<file path="src/rtl/gpi_axi_master.sv">
// Bridges single GPI requests onto single-beat AXI read/write transactions.
// One transaction outstanding at a time; the response is held until accepted.
module gpi_axi_master #(
    parameter logic [5:0] AXI_ID   = 6'h0,
    parameter logic [2:0] AXI_PROT = 3'b0
) (
    input  logic        clk,
    input  logic        rst,
    input  logic        req_valid,
    output logic        req_ready,
    input  logic        req_write,
    input  logic [31:0] req_addr,
    input  logic [31:0] req_wdata,
    input  logic [3:0]  req_wstrb,
    input  logic [2:0]  req_size,
    output logic        resp_valid,
    input  logic        resp_ready,
    output logic [31:0] resp_rdata,
    output logic        resp_error,
    output logic [5:0]  axi_arid,
    output logic [31:0] axi_araddr,
    output logic [7:0]  axi_arlen,
    output logic [2:0]  axi_arsize,
    output logic [1:0]  axi_arburst,
    output logic [1:0]  axi_arlock,
    output logic [3:0]  axi_arcache,
    output logic [2:0]  axi_arprot,
    output logic        axi_arvalid,
    input  logic        axi_arready,
    input  logic [5:0]  axi_rid,
    input  logic [31:0] axi_rdata,
    input  logic [1:0]  axi_rresp,
    input  logic        axi_rlast,
    input  logic        axi_rvalid,
    output logic        axi_rready,
    output logic [5:0]  axi_awid,
    output logic [31:0] axi_awaddr,
    output logic [7:0]  axi_awlen,
    output logic [2:0]  axi_awsize,
    output logic [1:0]  axi_awburst,
    output logic [1:0]  axi_awlock,
    output logic [3:0]  axi_awcache,
    output logic [2:0]  axi_awprot,
    output logic        axi_awvalid,
    input  logic        axi_awready,
    output logic [5:0]  axi_wid,
    output logic [31:0] axi_wdata,
    output logic [3:0]  axi_wstrb,
    output logic        axi_wlast,
    output logic        axi_wvalid,
    input  logic        axi_wready,
    input  logic [5:0]  axi_bid,
    input  logic [1:0]  axi_bresp,
    input  logic        axi_bvalid,
    output logic        axi_bready
);

    typedef enum logic [2:0] {IDLE, RADDR, RDATA, WRITE, WRESP, RESP} state_t;

    state_t      state_q, state_d;
    logic [31:0] addr_q, addr_d;
    logic [31:0] wdata_q, wdata_d;
    logic [3:0]  wstrb_q, wstrb_d;
    logic [2:0]  size_q, size_d;
    logic        aw_done_q, aw_done_d;
    logic        w_done_q, w_done_d;
    logic [31:0] rdata_q, rdata_d;
    logic        error_q, error_d;
    logic        aw_hs, w_hs;

    // Response IDs and rlast are deliberately ignored: only one beat is ever in flight.
    logic unused_inputs;
    assign unused_inputs = ^{axi_rid, axi_rlast, axi_bid};

    always_ff @(posedge clk or posedge rst) begin
        if (rst) begin
            state_q   <= IDLE;
            addr_q    <= '0;
            wdata_q   <= '0;
            wstrb_q   <= '0;
            size_q    <= '0;
            aw_done_q <= 1'b0;
            w_done_q  <= 1'b0;
            rdata_q   <= '0;
            error_q   <= 1'b0;
        end else begin
            state_q   <= state_d;
            addr_q    <= addr_d;
            wdata_q   <= wdata_d;
            wstrb_q   <= wstrb_d;
            size_q    <= size_d;
            aw_done_q <= aw_done_d;
            w_done_q  <= w_done_d;
            rdata_q   <= rdata_d;
            error_q   <= error_d;
        end
    end

    always_comb begin
        state_d     = state_q;
        addr_d      = addr_q;
        wdata_d     = wdata_q;
        wstrb_d     = wstrb_q;
        size_d      = size_q;
        aw_done_d   = aw_done_q;
        w_done_d    = w_done_q;
        rdata_d     = rdata_q;
        error_d     = error_q;
        req_ready   = 1'b0;
        resp_valid  = 1'b0;
        axi_arvalid = 1'b0;
        axi_rready  = 1'b0;
        axi_awvalid = 1'b0;
        axi_wvalid  = 1'b0;
        axi_bready  = 1'b0;
        aw_hs       = 1'b0;
        w_hs        = 1'b0;
        case (state_q)
            IDLE: begin
                req_ready = 1'b1;
                if (req_valid) begin
                    addr_d  = req_addr;
                    wdata_d = req_wdata;
                    wstrb_d = req_wstrb;
                    size_d  = req_size;
                    state_d = req_write ? WRITE : RADDR;
                end
            end
            RADDR: begin
                axi_arvalid = 1'b1;
                if (axi_arready) state_d = RDATA;
            end
            RDATA: begin
                axi_rready = 1'b1;
                if (axi_rvalid) begin
                    rdata_d = axi_rdata;
                    error_d = (axi_rresp != 2'b00);
                    state_d = RESP;
                end
            end
            WRITE: begin
                // Address and data channels complete independently, possibly in the same cycle.
                axi_awvalid = !aw_done_q;
                axi_wvalid  = !w_done_q;
                aw_hs       = axi_awvalid && axi_awready;
                w_hs        = axi_wvalid && axi_wready;
                if ((aw_done_q || aw_hs) && (w_done_q || w_hs)) begin
                    aw_done_d = 1'b0;
                    w_done_d  = 1'b0;
                    state_d   = WRESP;
                end else begin
                    aw_done_d = aw_done_q || aw_hs;
                    w_done_d  = w_done_q || w_hs;
                end
            end
            WRESP: begin
                axi_bready = 1'b1;
                if (axi_bvalid) begin
                    rdata_d = '0;
                    error_d = (axi_bresp != 2'b00);
                    state_d = RESP;
                end
            end
            RESP: begin
                resp_valid = 1'b1;
                if (resp_ready) state_d = IDLE;
            end
            default: state_d = IDLE;
        endcase
    end

    assign resp_rdata  = rdata_q;
    assign resp_error  = error_q;

    assign axi_arid    = AXI_ID;
    assign axi_araddr  = addr_q;
    assign axi_arlen   = 8'h00;
    assign axi_arsize  = size_q;
    assign axi_arburst = 2'b01;
    assign axi_arlock  = 2'b00;
    assign axi_arcache = 4'h0;
    assign axi_arprot  = AXI_PROT;

    assign axi_awid    = AXI_ID;
    assign axi_awaddr  = addr_q;
    assign axi_awlen   = 8'h00;
    assign axi_awsize  = size_q;
    assign axi_awburst = 2'b01;
    assign axi_awlock  = 2'b00;
    assign axi_awcache = 4'h0;
    assign axi_awprot  = AXI_PROT;

    assign axi_wid     = AXI_ID;
    assign axi_wdata   = wdata_q;
    assign axi_wstrb   = wstrb_q;
    assign axi_wlast   = 1'b1;

endmodule
</file>
<file path="config.mk">
export PLATFORM = sky130hd
export DESIGN_NAME = gpi_axi_master
export DESIGN_NICKNAME = d
export VERILOG_FILES = /design/src/rtl/gpi_axi_master.sv
export SDC_FILE = /design/constraint.sdc
export NUM_CORES = 1
export LEC_CHECK = 0
export BUFFER_PORTS_ARGS = -buffer_cell sky130_fd_sc_hd__buf_2
export CORE_ASPECT_RATIO = 1.25
export CORE_MARGIN = 1.5
export CORE_UTILIZATION = 25
export DETAILED_ROUTE_END_ITERATION = 7
export GPL_ROUTABILITY_DRIVEN = 0
export PLACE_DENSITY = 0.6
export SYNTH_ARGS = -nofsm -noshare
export SYNTH_HDL_FRONTEND = slang
export SYNTH_SLANG_ARGS = --single-unit
</file>
<file path="constraint.sdc">
create_clock -name clk -period 6.16 [get_ports clk]
set_input_delay 1.232 -clock clk [delete_from_list [all_inputs] [get_ports clk]]
set_output_delay 1.232 -clock clk [all_outputs]
set_load 0.05 [all_outputs]
</file>
# After elaboration in Yosys (flattened, before gate mapping)
# Index checks and enable logic that the tools add are counted.
totals:
  in_bits: 130
  output_inout_bits: 203
  ff_bits: 109
  wordCells: 57
op_classes:
  reduce_logical: 14
  n_mux: 23
  n_eq_ne: 11
op_table:
  columns: ["op", "n"]
  rows:
  - ["$mux 32", 2]
  - ["$pmux 32 s2", 1]
  - ["$mux 3", 6]
  - ["$pmux 3 s6", 1]
  - ["$ne 2x2->1 const B", 6]
  - ["$mux 1", 11]
  - ["$eq 3x2->1 const B", 2]
  - ["$eq 3x3->1 const B", 2]
  - ["$reduce_and 6->1", 1]
  - ["$reduce_bool 2->1", 3]
  - ["$eq 3x1->1 const B", 1]
  - ["$logic_and 1x1->1", 3]
  - ["$logic_not 3->1", 1]
  - ["$reduce_and 3->1", 1]
  - ["$logic_not 1->1", 2]
  - ["$logic_or 1x1->1", 2]
  - ["$mux 2", 1]
  - ["$pmux 1 s2", 1]
  - ["$reduce_and 2->1", 1]

# Logic depth before layout (Yosys ltp)
# Gate-level depths: netlist (run 1).
logic_depth:
  ltp_word: 6
  ltp_mapped: 6
  depth_no_buf: 3

# Worst setup path after synthesis (run 1)
# No wires, ideal clock.
synth_path:
  path_kind: "reg-to-output"
  start: "register state_q[0]"
  end: "output port axi_arvalid"
  stages_incl_launch_ff: 4
  setup_slack_ps: 2973
  path_buffers: 1
  required_time_ps: 4928
  arrival_time_ps: 1955
  cell_sequence: "dfrtp_1 -> buf_1 -> inv_1 -> nor3_1"
synth_via:
  elab_chain_cells: 2
synth_lines:
  columns: ["element", "line_no", "rtl"]
  rows:
  - ["start: declaration", "60", "state_t state_q, state_d;"]
  - ["start signal: assignment", "87", "state_q <= state_d;"]
  - ["$eq 3x1->1", "118", "case (state_q)"]
  - ["$mux 1", "118", null]
  - ["end: declaration", "28", "output logic axi_arvalid,"]
# No other way between the ends.

# Final worst setup path (run 1)
layout_path:
  start: "register state_q[2]"
  end: "output port axi_bready"
layout_via:
  elab_chain_cells: 2
layout_lines:
  columns: ["element", "line_no", "rtl"]
  rows:
  - ["$eq 3x3->1", "118", null]
  - ["$mux 1", "118", null]
  - ["end: declaration", "55", "output logic axi_bready"]
# No other way between the ends.

==> qor.txt, run 1 <==
Final setup violation count - 0
WS Path Type - flop to output port
Slew Limit Fails - 0
Global route overflow - 0
Initial Utilization - 25.7%
Register area share after synthesis - 52.2%
Reg2reg start - state_q[2]
Worst Hold Class - flop to flop
Yosys synthesis warning count - 0
First-pass GRT wire length - 17000 microns
EDFF count, synth - 0
CTS tree - done
Fraction of registers with async set/reset - 100%
Final hold viol count - 0
Share of cells above drive strength 1 - 53.7%
Period utilization - 55.6%
All-Layer GR Usage - 10.1%
Hold_sp - axi_wdata[24]
Htree depth - 3
Initial drt markers - 107
Worst slew margin - 34.5%
Routed Antenna Nets - 0
Root Driver - clkbuf_16
CP max FO - 34
Vias in the first global route - 3320
N_diodes - 0
Netlist cell types - 29
Arr. time, crit path - 2.20 ns
Hold Path End - axi_wdata[24]
Final wirelength - 11300 microns
Synth top area share - 52.2%
Data required, critical path - 4.93 ns
Cts hold-fix bufs - 0
DR WL/cell - 12.2 microns
Core area - 0.0203 sq mm
Clock tree buffer depth - 2
Final Skew - 0.00884 ns
I/O pins - 333
Status - finished clean
Clk_lat worst skew - 0.35 ns
Area contributors post-synth - dfrtp_1 52%, mux2_2 14%, buf_4 13%
Synth area leader - dfrtp_1
RSZ-0062 raised after global routing - false
Fmax achieved - 292 MHz
Depth of the most critical reg-to-reg path - 4
# nets final - 781
Via-to-Cell Ratio - 3.85
Detailed Place HPWL - 8290 microns
Row count - 58
Synth Register Bits - 109
Hold path cells - 1
Fin crit period - 3.43 ns
Initial antenna violation count - 0
Die width - 132 microns
Largest net degree at the start of global routing - 72
Layout area overhead - 25.6%
Reg2Reg Setup Slack - 3.87 ns
Die height - 165 microns
Post-synth top flop - dfrtp_1
Clock transition at path regs - 0.08 ns
Number of max-cap violations - 0
CTS buffer count - 9
Worst setup EP type - output port
Via Count - 3566
Crit start category - flop
Port bufs - 262
Die outline area - 0.0218 sq mm
Synthesized area - 0.00523 sq mm
Cts repair resizes - 0
RR Endpoint - resp_error
Worst Tran Pin Value - 0.982 ns
Setup bufs post-CTS - 0
Clock sinks - 109
DR pass1 iterations - 4
Final core occ - 32.3%
DRC - 0
Synthesized instance count - 429
Total negative slack - 0 ns
Syn Area/Cell - 12.2 sq um
[cell families after synthesis]
group / after synthesis / synth area share, %
flops: 109 / 52.2
compound gates: 14 / 1.92
buf+inv: 145 / 18.8
mux: 107 / 22.2
simple gates: 52 / 4.76
other cells: 2 / 0.144
[worst max path at each step]
stage,start,endpoint,cells past startpoint
detailed placement,state_q[2],axi_bready,3
finish,state_q[2],axi_bready,3
global placement,state_q[2],axi_bready,3
global route,state_q[2],axi_bready,3
CTS,state_q[2],axi_bready,3
floorplan,rst,aw_done_q,1
[per-stage QoR]
step                setup WS [ns]  instances  hold WS (ns)  instance area [sq um]
CTS                          2.70        926         0.496                   6560
finish                       2.73        926         0.492                   6560
detailed placement           3.10        910         0.474                   6260
global route                 2.62        926         0.517                   6560
floorplan                    2.05        484         0.524                   5430
global placement             3.08        910         0.468                   6260
[worst max-delay path, cell delays in order (launching register included)]
cell and delay [ns]:
dfrtp_1 0.63, or3b_2 0.83, inv_1 0.12, buf_2 0.27
[sequential cells by signal, summed over array words and instances (netlist names)]
| signal | cells |
|---|---|
| resp_error | 1 |
| axi_wstrb | 4 |
| resp_rdata | 32 |
| axi_arsize | 3 |
| axi_wdata | 32 |
| axi_araddr | 32 |
| state_q | 3 |
| w_done_q | 1 |
| aw_done_q | 1 |
[layout make-up]
cell class	count	area, sq um
timing repair buffer	265	1330
clock buffer	10	239
fill	2104	13800
inverter	36	138
sequential	109	2730
multi-input combinational	230	1730
tap	270	338
clock inverter	6	62.6
[cells in the mapped netlist (4+ instances only)]
cell type    n
nor2_1       5
dfrtp_1    109
inv_1       36
mux2i_1     34
buf_6       11
mux2_1       6
nand2_1     34
mux2_2      67
buf_2        4
buf_4       93
[cells in the final DEF (no fill, tap or decap), types with 5 or more instances in the layout]
master | synthesis | routed
buf_2 | 4 | 262
dfrtp_1 | 109 | 109
mux2_2 | 67 | 67
conb_1 | 2 | 57
inv_1 | 36 | 35
nand2_1 | 34 | 34
mux2i_1 | 34 | 34
clkbuf_16 | 0 | 9
mux2_1 | 6 | 6
nor2_1 | 5 | 5
[routing by layer]
metal	vias up	share of wire [%]	GRT usage (%)
li1	1694	-	-
met1	1665	39	10.8
met2	191	51	18.8
met3	16	8.1	3.04
met4	0	1.8	3.90
met5	-	0	0
Power of run 1 is left out: the tool's default activity adds up to more than one toggle a clock period on the data nets, which glitch-free logic cannot reach.
==> run 2: changes to the inputs <==
- clock period: 6.16 -> 3.5 ns (I/O delays scaled with it)
==> qor.txt, run 2 (synthesis results as in run 1) <==
Root Driver - clkbuf_16 (unchanged)
Row count - 58 (unchanged)
Most common cell after layout, fill and taps aside - buf_2 (unchanged)
CP Buf/Inv Count - 3 (was 2)
Final setup violation count - 0 (unchanged)
Share of cells above drive strength 1 - 53.7% (unchanged)
CTS tree - done (unchanged)
Die outline area - 0.0218 sq mm (unchanged)
Detailed Place HPWL - 8600 microns (was 8290 microns)
CP max FO - 34 (unchanged)
Cts repair resizes - 0 (unchanged)
Data required, critical path - 2.80 ns (was 4.93 ns)
First-pass GRT wire length - 17500 microns (was 17000 microns)
Status - finished clean (unchanged)
Clock tree buffer depth - 2 (unchanged)
DP Cell Count - 911 (was 910)
WS Path Type - flop to output port (unchanged)
DR WL/cell - 12.7 microns (was 12.2 microns)
Fin crit period - 2.76 ns
Largest net degree at the start of global routing - 110 (was 72)
Final wirelength - 11800 microns (was 11300 microns)
Clock sinks - 109 (unchanged)
CTS buffer count - 9 (unchanged)
Port bufs - 262 (unchanged)
Fill cells - 2098 (was 2104)
Routed Antenna Nets - 0 (unchanged)
Clk_lat worst skew - 0.35 ns (about the same)
Total negative slack - 0 ns (unchanged)
Clock transition at path regs - 0.08 ns (about the same)
Die width - 132 microns (unchanged)
Worst setup EP type - output port (unchanged)
Via Count - 3553 (was 3566)
RSZ-0062 raised after global routing - false (unchanged)
Number of max-cap violations - 0 (unchanged)
DRC - 0 (unchanged)
Via-to-Cell Ratio - 3.84 (was 3.85)
N_diodes - 0 (unchanged)
Worst slew margin - 57.0% (was 34.5%)
Cts hold-fix bufs - 0 (unchanged)
Top cell family by delay on the critical path - flip-flops (was simple AND/OR/NAND/NOR gates)
Largest stage delay, worst path - 0.62 ns (was 0.83 ns)
Setup bufs post-CTS - 0 (unchanged)
Slew Limit Fails - 0 (unchanged)
Htree depth - 3 (unchanged)
Crit start category - flop (unchanged)
Non-Filler Instances - 926 (unchanged)
Initial drt markers - 134 (was 107)
Arr. time, crit path - 2.06 ns (was 2.20 ns)
DR pass1 iterations - 4 (unchanged)
Slowest CP cell - dfrtp_1 (was or3b_2)
Worst Tran Pin Value - 0.646 ns (was 0.982 ns)
Initial Utilization - 25.7% (unchanged)
Core area - 0.0203 sq mm (unchanged)
Final Skew - 0.0114 ns (was 0.00884 ns)
Global route overflow - 0 (unchanged)
Period utilization - 78.9%
Vias in the first global route - 3358 (was 3320)
I/O pins - 333 (unchanged)
Fmax achieved - 362 MHz
Commonest non-fill, non-tap cells in the layout - 262 x buf_2, 109 x dfrtp_1, 67 x mux2_2 (unchanged)
Final core occ - 32.5% (was 32.3%)
Initial antenna violation count - 1 (was 0)
Layout area overhead - 26.5% (was 25.6%)
Crit path cell chain - or3b_2 > buf_4 > inv_1 > buf_2 (was or3b_2 > inv_1 > buf_2)
# nets final - 782 (was 781)
Die height - 165 microns (unchanged)
Final hold viol count - 0 (unchanged)
Worst Hold Class - input pin to async pin (was flop to flop)
All-Layer GR Usage - 10.6% (was 10.1%)
-- run 2: cell types whose count changed in the layout (fill, tap and decap cells not counted), sizes merged --
cell / change
clkinv: -2
clkbuf: -1
bufinv: +1
buf: +1
clkinvlp: +1
-- run 2: metal layers --
layer	part of all wire (%)	track usage [%]
met5	0.059	0
met1	37	10.8
met2	52	19.7
met4	1.9	5.39
met3	8.5	3.22
-- run 2: final timing paths --
check	depth (start not counted)	slack (ns)	from	endpoint
max	4	0.74	state_q[2]	axi_bready
min	3	0.47	rst	axi_araddr[25]
max reg2reg	4	1.50	state_q[2]	resp_rdata[6]
min reg2reg	1	0.48	axi_wdata[24]	axi_wdata[24]
max in group asynchronous	3	2.48	rst	axi_wdata[0]
min in group clk	1	0.48	axi_wdata[24]	axi_wdata[24]
-- run 2: area by class of cell --
type | count | area [sq um] | share of cell area, %
clock inverter | 6 | 78.8 | 1.19
sequential | 109 | 2730 | 41.2
tap | 270 | 338 | 5.11
timing repair buffer | 266 | 1380 | 20.9
multi-input combinational | 230 | 1730 | 26.1
inverter | 36 | 139 | 2.10
clock buffer | 9 | 225 | 3.41
-- run 2: metrics by stage --
step | hold WS (ns) | setup slack (ns) | cell area, sq um
after detailed placement | 0.474 | 1.11 | 6310
after CTS | 0.493 | 0.703 | 6610
final | 0.474 | 0.737 | 6610
after global routing | 0.494 | 0.610 | 6610
after global placement | 0.467 | 1.10 | 6310
after floorplan | 0.524 | 0.845 | 5440
-- run 2: worst min-delay path, delay by kind of cell --
kind     cells  cell delay (ns)
buf+inv      3             0.59
Power of run 2 is left out for the same reason.
